File: src/rtl/whack_if.sv
// Bundle between the game display/controls and the whack responder.
interface whack_if;
    logic       enable;
    logic [6:0] seg_n;
    logic       game_over;
    logic [7:0] btn;
    logic [7:0] press_cnt;
    logic [7:0] miss_cnt;
    logic       busy;

    modport master (
        output enable, seg_n, game_over,
        input  btn, press_cnt, miss_cnt, busy
    );

    modport slave (
        input  enable, seg_n, game_over,
        output btn, press_cnt, miss_cnt, busy
    );
endinterface

File: src/rtl/whack_responder.sv
// Watches the game's segment display, waits for a stable pattern, reacts after a
// fixed delay and presses the matching buttons, retrying if the pattern lingers.
module whack_responder #(
    parameter int STABLE_CYCLES   = 2,
    parameter int REACT_CYCLES    = 8,
    parameter int HOLD_CYCLES     = 3,
    parameter int RELEASE_TIMEOUT = 64,
    parameter int MISS_EVERY      = 0
) (
    input  logic    clk,
    input  logic    rst_n,
    whack_if.slave  io
);
    typedef enum logic [2:0] {
        IDLE    = 3'd0,
        SETTLE  = 3'd1,
        REACT   = 3'd2,
        PRESS   = 3'd3,
        RELEASE = 3'd4
    } state_t;

    localparam int MAX_A = (STABLE_CYCLES > REACT_CYCLES) ? STABLE_CYCLES : REACT_CYCLES;
    localparam int MAX_B = (HOLD_CYCLES > RELEASE_TIMEOUT) ? HOLD_CYCLES : RELEASE_TIMEOUT;
    localparam int MAX_C = (MAX_A > MAX_B) ? MAX_A : MAX_B;
    localparam int CW    = $clog2(MAX_C + 1);
    localparam int FW    = $clog2(MISS_EVERY + 2);

    localparam logic [CW-1:0] STABLE_LAST  = CW'(STABLE_CYCLES - 1);
    localparam logic [CW-1:0] REACT_LAST   = CW'(REACT_CYCLES - 1);
    localparam logic [CW-1:0] HOLD_LAST    = CW'(HOLD_CYCLES - 1);
    localparam logic [CW-1:0] RELEASE_LAST = CW'(RELEASE_TIMEOUT - 1);
    localparam logic [CW-1:0] CNT_ONE      = CW'(1);
    localparam logic [FW-1:0] FRESH_LAST   = FW'((MISS_EVERY > 0) ? MISS_EVERY - 1 : 0);
    localparam logic [FW-1:0] FRESH_ONE    = FW'(1);
    localparam bit            MISS_EN      = (MISS_EVERY != 0);

    // A miss presses the lowest unlit segment position instead of the target.
    function automatic logic [6:0] lowest_zero_onehot(input logic [6:0] t);
        logic [6:0] r;
        r = 7'h00;
        for (int i = 6; i >= 0; i--) begin
            if (!t[i]) begin
                r    = 7'h00;
                r[i] = 1'b1;
            end else begin
                r = r;
            end
        end
        return r;
    endfunction

    function automatic logic [7:0] sat_inc(input logic [7:0] v);
        return (v == 8'hFF) ? v : v + 8'd1;
    endfunction

    state_t          state_q, state_d;
    logic [CW-1:0]   cnt_q, cnt_d;
    logic [6:0]      target_q, target_d;
    logic            retry_q, retry_d;
    logic [FW-1:0]   fresh_q, fresh_d;
    logic [7:0]      btn_q, btn_d;
    logic [7:0]      press_q, press_d;
    logic [7:0]      miss_q, miss_d;
    logic            busy_q, busy_d;

    logic [6:0]      lit_s;
    logic            abort_s;
    logic            press_entry_s;
    logic            miss_slot_s;
    logic            miss_s;
    logic [6:0]      mask_s;

    assign lit_s         = ~io.seg_n;
    assign abort_s       = io.game_over | ~io.enable;
    assign press_entry_s = (state_q == REACT) && (state_d == PRESS);
    assign miss_slot_s   = MISS_EN && !retry_q && (fresh_q == FRESH_LAST);
    assign miss_s        = miss_slot_s && (target_q != 7'h7F);
    assign mask_s        = miss_s ? lowest_zero_onehot(target_q) : target_q;

    // State and datapath registers.
    always_ff @(posedge clk or negedge rst_n) begin
        if (!rst_n) begin
            state_q  <= IDLE;
            cnt_q    <= '0;
            target_q <= 7'h00;
            retry_q  <= 1'b0;
            fresh_q  <= '0;
            btn_q    <= 8'h00;
            press_q  <= 8'h00;
            miss_q   <= 8'h00;
            busy_q   <= 1'b0;
        end else begin
            state_q  <= state_d;
            cnt_q    <= cnt_d;
            target_q <= target_d;
            retry_q  <= retry_d;
            fresh_q  <= fresh_d;
            btn_q    <= btn_d;
            press_q  <= press_d;
            miss_q   <= miss_d;
            busy_q   <= busy_d;
        end
    end

    // Next-state logic; one counter serves every timed state since each entry clears it.
    always_comb begin
        state_d  = state_q;
        cnt_d    = cnt_q;
        target_d = target_q;
        retry_d  = retry_q;
        if (abort_s) begin
            state_d = IDLE;
            cnt_d   = '0;
            retry_d = 1'b0;
        end else begin
            case (state_q)
                IDLE: begin
                    if (lit_s != 7'h00) begin
                        target_d = lit_s;
                        cnt_d    = '0;
                        state_d  = SETTLE;
                    end else begin
                        state_d = IDLE;
                    end
                end
                SETTLE: begin
                    if (lit_s == 7'h00) begin
                        state_d = IDLE;
                        cnt_d   = '0;
                        retry_d = 1'b0;
                    end else if (lit_s != target_q) begin
                        target_d = lit_s;
                        cnt_d    = '0;
                    end else if (cnt_q == STABLE_LAST) begin
                        state_d = REACT;
                        cnt_d   = '0;
                    end else begin
                        cnt_d = cnt_q + CNT_ONE;
                    end
                end
                REACT: begin
                    if (lit_s != target_q) begin
                        state_d  = SETTLE;
                        target_d = lit_s;
                        cnt_d    = '0;
                    end else if (cnt_q == REACT_LAST) begin
                        state_d = PRESS;
                        cnt_d   = '0;
                    end else begin
                        cnt_d = cnt_q + CNT_ONE;
                    end
                end
                PRESS: begin
                    if (cnt_q == HOLD_LAST) begin
                        state_d = RELEASE;
                        cnt_d   = '0;
                    end else begin
                        cnt_d = cnt_q + CNT_ONE;
                    end
                end
                RELEASE: begin
                    if (lit_s != target_q) begin
                        state_d = IDLE;
                        cnt_d   = '0;
                        retry_d = 1'b0;
                    end else if (cnt_q == RELEASE_LAST) begin
                        state_d = REACT;
                        cnt_d   = '0;
                        retry_d = 1'b1;
                    end else begin
                        cnt_d = cnt_q + CNT_ONE;
                    end
                end
                default: begin
                    state_d = IDLE;
                    cnt_d   = '0;
                    retry_d = 1'b0;
                end
            endcase
        end
    end

    // Output logic: button drive is loaded on PRESS entry and held only while in PRESS.
    always_comb begin
        btn_d   = 8'h00;
        press_d = press_q;
        miss_d  = miss_q;
        fresh_d = fresh_q;
        busy_d  = (state_d != IDLE);
        if (press_entry_s) begin
            btn_d   = {1'b0, mask_s};
            press_d = sat_inc(press_q);
            if (MISS_EN && !retry_q) begin
                fresh_d = miss_slot_s ? '0 : fresh_q + FRESH_ONE;
            end else begin
                fresh_d = fresh_q;
            end
            if (miss_s) begin
                miss_d = sat_inc(miss_q);
            end else begin
                miss_d = miss_q;
            end
        end else if (state_d == PRESS) begin
            btn_d = btn_q;
        end else begin
            btn_d = 8'h00;
        end
    end

    assign io.btn       = btn_q;
    assign io.press_cnt = press_q;
    assign io.miss_cnt  = miss_q;
    assign io.busy      = busy_q;
endmodule

File: src/flat_wrapper.sv
// flat-port wrapper written by rule: the top's interface ports become plain ports
module whack_responder_flat 
#(
    parameter int STABLE_CYCLES   = 2,
    parameter int REACT_CYCLES    = 8,
    parameter int HOLD_CYCLES     = 3,
    parameter int RELEASE_TIMEOUT = 64,
    parameter int MISS_EVERY      = 0
)
  (clk, rst_n, io_enable, io_seg_n, io_game_over, io_btn, io_press_cnt, io_miss_cnt, io_busy);
  whack_if io_i ();
  input  logic clk;
  input  logic rst_n;
  input wire logic [$bits(io_i.enable)-1:0] io_enable;
  input wire logic [$bits(io_i.seg_n)-1:0] io_seg_n;
  input wire logic [$bits(io_i.game_over)-1:0] io_game_over;
  output wire logic [$bits(io_i.btn)-1:0] io_btn;
  output wire logic [$bits(io_i.press_cnt)-1:0] io_press_cnt;
  output wire logic [$bits(io_i.miss_cnt)-1:0] io_miss_cnt;
  output wire logic [$bits(io_i.busy)-1:0] io_busy;
  assign io_i.enable = io_enable;
  assign io_i.seg_n = io_seg_n;
  assign io_i.game_over = io_game_over;
  assign io_btn = io_i.btn;
  assign io_press_cnt = io_i.press_cnt;
  assign io_miss_cnt = io_i.miss_cnt;
  assign io_busy = io_i.busy;
  whack_responder #(.STABLE_CYCLES(STABLE_CYCLES), .REACT_CYCLES(REACT_CYCLES), .HOLD_CYCLES(HOLD_CYCLES), .RELEASE_TIMEOUT(RELEASE_TIMEOUT), .MISS_EVERY(MISS_EVERY)) u_core (.clk(clk), .rst_n(rst_n), .io(io_i));
endmodule
File: config.mk
export PLATFORM = sky130hd
export DESIGN_NAME = whack_responder_flat
export DESIGN_NICKNAME = d
export VERILOG_FILES = /design/src/rtl/whack_if.sv /design/src/rtl/whack_responder.sv /design/src/flat_wrapper.sv
export SDC_FILE = /design/constraint.sdc
export NUM_CORES = 1
export LEC_CHECK = 0
export CAP_MARGIN = 5
export CORE_MARGIN = 2
export CORE_UTILIZATION = 58
export CTS_BUF_LIST = sky130_fd_sc_hd__clkbuf_2
export CTS_CLUSTER_DIAMETER = 200
export CTS_CLUSTER_SIZE = 28
export DETAILED_ROUTE_END_ITERATION = 16
export PLACE_DENSITY = 0.87
export SYNTH_ARGS = -nofsm -noshare
export SYNTH_HDL_FRONTEND = slang
export SYNTH_SLANG_ARGS = --single-unit
export TNS_END_PERCENT = 5
File: constraint.sdc
create_clock -name clk -period 5.7 [get_ports clk]
set_input_delay 0.57 -clock clk [delete_from_list [all_inputs] [get_ports clk]]
set_output_delay 0.57 -clock clk [all_outputs]
set_load 0.01 [all_outputs]
After elaboration in Yosys (flattened, before gate mapping)
Cells that the tools add are included.
{"block": "word_totals", "elab_cells": 64, "out_inout_bits": 25, "inputBits": 11, "regBits": 34}
{"block": "op_classes", "n_reduce_logical": 8, "muxes": 28, "bitwise_logic": 5, "addsub": 2, "n_eq_ne": 15}
{"operator": "2-to-1 mux 7 bit", "count": 13}
{"operator": "case mux 7 bit (5 select lines)", "count": 1}
{"operator": "2-to-1 mux 3 bit", "count": 9}
{"operator": "case mux 7 bit (3 select lines)", "count": 1}
{"operator": "2-to-1 mux 8 bit", "count": 2}
{"operator": "case mux 3 bit (5 select lines)", "count": 1}
{"operator": "== test 3 x 2 -> 1 bit, second input constant", "count": 3}
{"operator": "adder 8 x 1 -> 8 bit, second input constant", "count": 1}
{"operator": "== test 8 bit, second input constant", "count": 1}
{"operator": "adder 7 x 1 -> 7 bit, second input constant", "count": 1}
{"operator": "== test 7 x 1 -> 1 bit, second input constant", "count": 1}
{"operator": "== test 7 x 2 -> 1 bit, second input constant", "count": 1}
{"operator": "== test 7 x 3 -> 1 bit, second input constant", "count": 1}
{"operator": "== test 7 x 6 -> 1 bit, second input constant", "count": 1}
{"operator": "zero test 7 bit", "count": 1}
{"operator": "inequality test 7 bit", "count": 1}
{"operator": "NOT 7 bit", "count": 1}
{"operator": "nonzero test 7 bit", "count": 1}
{"operator": "nonzero test 3 bit", "count": 2}
{"operator": "inequality test 2 x 1 -> 1 bit, second input constant", "count": 2}
{"operator": "AND reduction 4 bit", "count": 1}
{"operator": "== test 3 x 1 -> 1 bit, second input constant", "count": 1}
{"operator": "== test 3 bit, second input constant", "count": 1}
{"operator": "zero test 3 bit", "count": 1}
{"operator": "7 further kinds", "count": 9}

Logic depth before layout (Yosys ltp)
{"block": "logic_depth", "depth_word": 9, "ltp_mapped": 9, "depth_no_buf": 8}

Worst setup path after synthesis
Ideal clock, no wire load.
{"block": "synth_path", "path_type": "reg-to-reg", "from": "register u_core.cnt_q[3]", "to": "register u_core.press_q[4], in the netlist u_core.io.press_cnt[4]", "period_less_slack_ns": 2.403, "n_path_buf": 0, "setup_time_ns": 0.126, "path_stages_with_launch": 7, "t_required_ns": 5.574, "arrival_time_ns": 2.278, "setup_slack_ns": 3.297, "path_cell_list": "dfrtp_1 -> or4_4 -> nor3b_2 -> nand4_2 -> o211a_4 -> or4_4 -> xnor2_2"}
{"block": "synth_between", "elab_chain_cells": 9, "word_cells_on_any_way": 17, "cone_classes": "5 x eq/ne; 10 x mux; 2 x reduce/logical"}
{"element": "from (decl)", "line_no": "whack_responder.sv:57", "source": "logic [CW-1:0] cnt_q, cnt_d;"}
{"element": "from (signal assigned)", "line_no": "whack_responder.sv:94", "source": "cnt_q <= cnt_d;"}
{"element": "== test 7 x 1 -> 1 bit", "line_no": "whack_responder.sv:134", "source": "end else if (cnt_q == STABLE_LAST) begin"}
{"element": "2-to-1 mux 3 bit", "line_no": "whack_responder.sv:134"}
{"element": "2-to-1 mux 3 bit", "line_no": "whack_responder.sv:131", "source": "end else if (lit_s != target_q) begin"}
{"element": "2-to-1 mux 3 bit", "line_no": "whack_responder.sv:127", "source": "if (lit_s == 7'h00) begin"}
{"element": "case mux 3 bit (5 select lines) (*)", "line_no": "whack_responder.sv:116", "source": "case (state_q)"}
{"element": "2-to-1 mux 3 bit (*)", "line_no": "whack_responder.sv:111", "source": "if (abort_s) begin"}
{"element": "== test 3 x 2 -> 1 bit (*)", "line_no": "whack_responder.sv:75", "source": "assign press_entry_s = (state_q == REACT) && (state_d == PRESS);"}
{"element": "logical AND 1 bit (*)", "line_no": "whack_responder.sv:75"}
{"element": "AND reduction 2 bit (no source line) (*)"}
{"element": "to (signal assigned)", "line_no": "whack_responder.sv:99", "source": "press_q <= press_d;"}
{"element": "to (decl)", "line_no": "whack_responder.sv:62", "source": "logic [7:0] press_q, press_d;"}
Every way passes the cells marked *; elsewhere a longest branch is shown, timed or not.
A chain may end at the register's enable or synchronous reset.

Final worst setup path
{"block": "layout_path", "from": "register u_core.state_q[2]", "to": "register u_core.press_q[1], in the netlist u_core.io.press_cnt[1]"}
{"block": "layout_between", "elab_chain_cells": 8, "word_cells_on_any_way": 18, "cone_classes": "5 x eq/ne; 10 x mux; 3 x reduce/logical"}
{"element": "from (decl)", "line_no": "whack_responder.sv:56", "source": "state_t state_q, state_d;"}
{"element": "from (signal assigned)", "line_no": "whack_responder.sv:93", "source": "state_q <= state_d;"}
{"element": "2-to-1 mux 3 bit", "line_no": "whack_responder.sv:134"}
{"element": "2-to-1 mux 3 bit", "line_no": "whack_responder.sv:131"}
{"element": "2-to-1 mux 3 bit", "line_no": "whack_responder.sv:127"}
{"element": "case mux 3 bit (5 select lines)", "line_no": "whack_responder.sv:116"}
{"element": "2-to-1 mux 3 bit", "line_no": "whack_responder.sv:111"}
{"element": "== test 3 x 2 -> 1 bit", "line_no": "whack_responder.sv:75"}
{"element": "logical AND 1 bit (*)", "line_no": "whack_responder.sv:75"}
{"element": "AND reduction 2 bit (no source line) (*)"}
Marks and branches as above.

==> summary.txt <==
Cells and area
  • Final Cell Area: 2250 um^2
  • Final nets: 245
  • Layout cells sized above 1: 0.0913
  • Area delta synth->final: 15.4%
  • Commonest non-fill, non-tap cell in the layout: dfrtp_1
  • Number of diodes: 0
  • Most frequent cells in the layout: dfrtp_1, clkdlybuf4s50_1, nand2_1

Clocking
  • Root buffer cell: clkbuf_2
  • Clock transition at path regs: 0.18 ns
  • Longest Clk Path Bufs: 2
  • Worst-skew pair later-pin latency: 0.39 ns
  • Clock Sinks: 33
  • CTS resizes: 0
  • Cts hold-fix bufs: 0
  • CTS tree: done
  • H-tree Lvls: 2
  • Setup Buffers After CTS: 0
  • Total CTS buffers: 5

Placement
  • Port bufs: 26
  • HPWL Detailed: 2930 um
  • RD Place Congestion: 0.881
  • Cell area after placement: 2220 um^2

Setup path
  • CP Class: flop to flop
  • Worst r2r src: u_core.state_q[2]
  • Flop-to-flop setup slack: 2.91 ns
  • Worst EP required: 5.97 ns
  • R2R cell count: 6
  • Crit Path Max Fanout: 10
  • Crit start category: flop
  • Beginning of the critical path: u_core.state_q[2]
  • Critical Path AT: 3.06 ns
  • CP endpoint kind: flop
  • Capture point of the worst reg-to-reg path: u_core.io.press_cnt[1]

Timing
  • RSZ-0062 raised after global routing: no
  • Period utilization: 0.490
  • Clk_skew: 0.0332 ns
  • Final setup viols: 0
  • Pins Over Slew Limit: 0
  • Total Neg Setup Slack: 0 ns
  • Max Clock Freq: 358 MHz
  • Worst slew pin tran: 1.03 ns
  • Slew HR: 0.310
  • Final hold violation count: 0
  • Min Tclk post-route: 2.79 ns

Floorplan
  • Initial Util: 0.595
  • Die ar.: 3850 um^2
  • Core Box Area: 3280 um^2
  • Chip width: 62.0 um
  • Die Ht: 62.0 um
  • # rows: 21
  • Num ports: 36

Outcome
  • Run status: finished, final reports clean

Yosys
  • Async S/R FF share, synth: 1.00
  • Top_reg_cell synth: dfrtp_1
  • Synth Instances: 200
  • YS warnings: 0
  • Avg Cell Area, Syn: 9.77 um^2
  • Post-synthesis cell type count: 49
  • Register bit total from synthesis: 33
  • Post-Syn Area: 1950 um^2
  • Number of flops mapped to enable cells by yosys: 0
  • Seq/Total Area, Yosys: 0.423

Power and ir drop
  • Switching share of power: 0.282
  • Clock network fraction of total power: 0.257
  • Internal power: 0.000291 W
  • Reg power frac: 0.620
  • Logic gate share of total power: 0.123
  • P per Cell Area: 180 nW/um^2
  • Peak supply drop: 111 uV
  • NetSw: 0.000114 W
  • Leakage power: 0.974 nW

Drt
  • Post-route ant nets: 0
  • DR vias: 1550
  • DR pass1 iterations: 4
  • Final WL: 3880 um
  • Remaining DRCs: 0
  • Drt wl/cell: 14.1 um
  • 1st-iter DRT viols: 106
  • Drt via density: 5.62

GRT
  • Global-route wire length before repair: 6350 um
  • Grt ovf: 0
  • Gr usage total: 0.229
  • Initial antenna violation count: 0
  • Vias in the first global route: 1386
  • Largest net degree at the start of global routing: 34

Min path
  • Hold path start: u_core.io.press_cnt[3]
  • Cell depth of the worst hold path: 1
  • Min-delay worst type: flop to flop
  • Hold endpoint: u_core.io.press_cnt[3]

Flow run
  • Max Cap Violations: 0
## critical path, stage by stage (launching register included)
cell and delay [ns]:
dfrtp_1 0.47, nand2b_1 0.21, nor2_1 0.80, a31oi_1 0.26, o211a_4 0.23, nor3_1 0.33, mux2_1 0.36
## logic make-up after synthesis
logic type / Yosys count / synth area share
XOR/XNOR: 13 / 0.0621
buffers and inverters: 22 / 0.0653
flip-flops: 33 / 0.423
AND/OR/NAND/NOR: 82 / 0.237
AO/OA/AOI/OAI: 29 / 0.102
other: 1 / 0.00192
adder cells (fa/ha/maj): 4 / 0.0256
multiplexers: 16 / 0.0833
## power by group through the flow
stage / Clock (W) / Combinational, W / Sequential (W)
after floorplan: 0 / 0.0000373 / 0.000253
after global placement: 0 / 0.0000487 / 0.000256
after detailed placement: 0 / 0.0000504 / 0.000256
after CTS: 0.000108 / 0.0000505 / 0.000251
after global routing: 0.000117 / 0.0000557 / 0.000253
final: 0.000104 / 0.0000501 / 0.000251
## per-stage QoR
step | total power [W] | cells | util | hold WS [ns] | setup slack, ns
2_1_floorplan | 0.000291 | 208 | - | 0.274 | 3.30
3_3_place_gp | 0.000304 | 269 | 0.675 | 0.501 | 2.79
3_5_place_dp | 0.000306 | 269 | 0.675 | 0.502 | 2.70
4_1_cts | 0.000410 | 276 | 0.686 | 0.524 | 2.90
5_1_grt | 0.000426 | 276 | 0.686 | 0.535 | 2.70
6_report | 0.000405 | 276 | 0.686 | 0.519 | 2.91
## cell type report
type | instances | area (um^2)
Multi-Input combinational cell | 153 | 1030
Fill cell | 262 | 1030
Sequential cell | 33 | 826
Timing Repair Buffer | 27 | 268
Tap cell | 46 | 57.6
Inverter | 10 | 37.5
Clock buffer | 5 | 25.0
Clock inverter | 2 | 11.3
## worst max path at each step
stage	endpoint	slack [ns]	depth (start not counted)
6_report	u_core.io.press_cnt[1]	2.91	6
5_1_grt	u_core.io.press_cnt[1]	2.70	6
4_1_cts	u_core.io.press_cnt[1]	2.90	6
3_5_place_dp	u_core.io.press_cnt[1]	2.70	7
3_3_place_gp	u_core.io.press_cnt[4]	2.79	7
2_1_floorplan	u_core.io.press_cnt[4]	3.30	6
## cell usage after synthesis, drive strengths merged, types with 2 or more instances
cell type	n	area, um^2
and3	2	13.8
inv	10	37.5
nor2	13	48.8
nor4	3	33.8
mux2	2	22.5
nor2b	5	31.3
ha	4	50.1
or4	2	22.5
nand4	3	25.0
and2	3	18.8
nor3b	3	27.5
a21oi	4	20.0
dfrtp	33	826
nor3	9	50.1
mux2i	14	140
xor2	4	35.0
or2	2	12.5
nand2	16	60.1
o21ai	11	55.1
a31oi	2	12.5
xnor2	9	86.3
nand3	13	65.1
buf	11	86.3
or3	3	18.8
nand2b	3	18.8
## registers in the layout, summed over array words and instances, names as in the netlist
name	cells
u_core.io.busy	1
u_core.io.press_cnt	8
u_core.state_q	3
u_core.cnt_q	7
u_core.io.btn	7
u_core.mask_s	7
## metal layers
layer / track usage / up-vias / part of all wire
met5: 0 / - / 0
met1: 0.306 / 749 / 0.45
li1: - / 746 / -
met4: 0.0821 / 0 / 0.024
met3: 0.0663 / 9 / 0.048
met2: 0.356 / 46 / 0.48
Note: power is estimated with default switching activity, not from simulation.
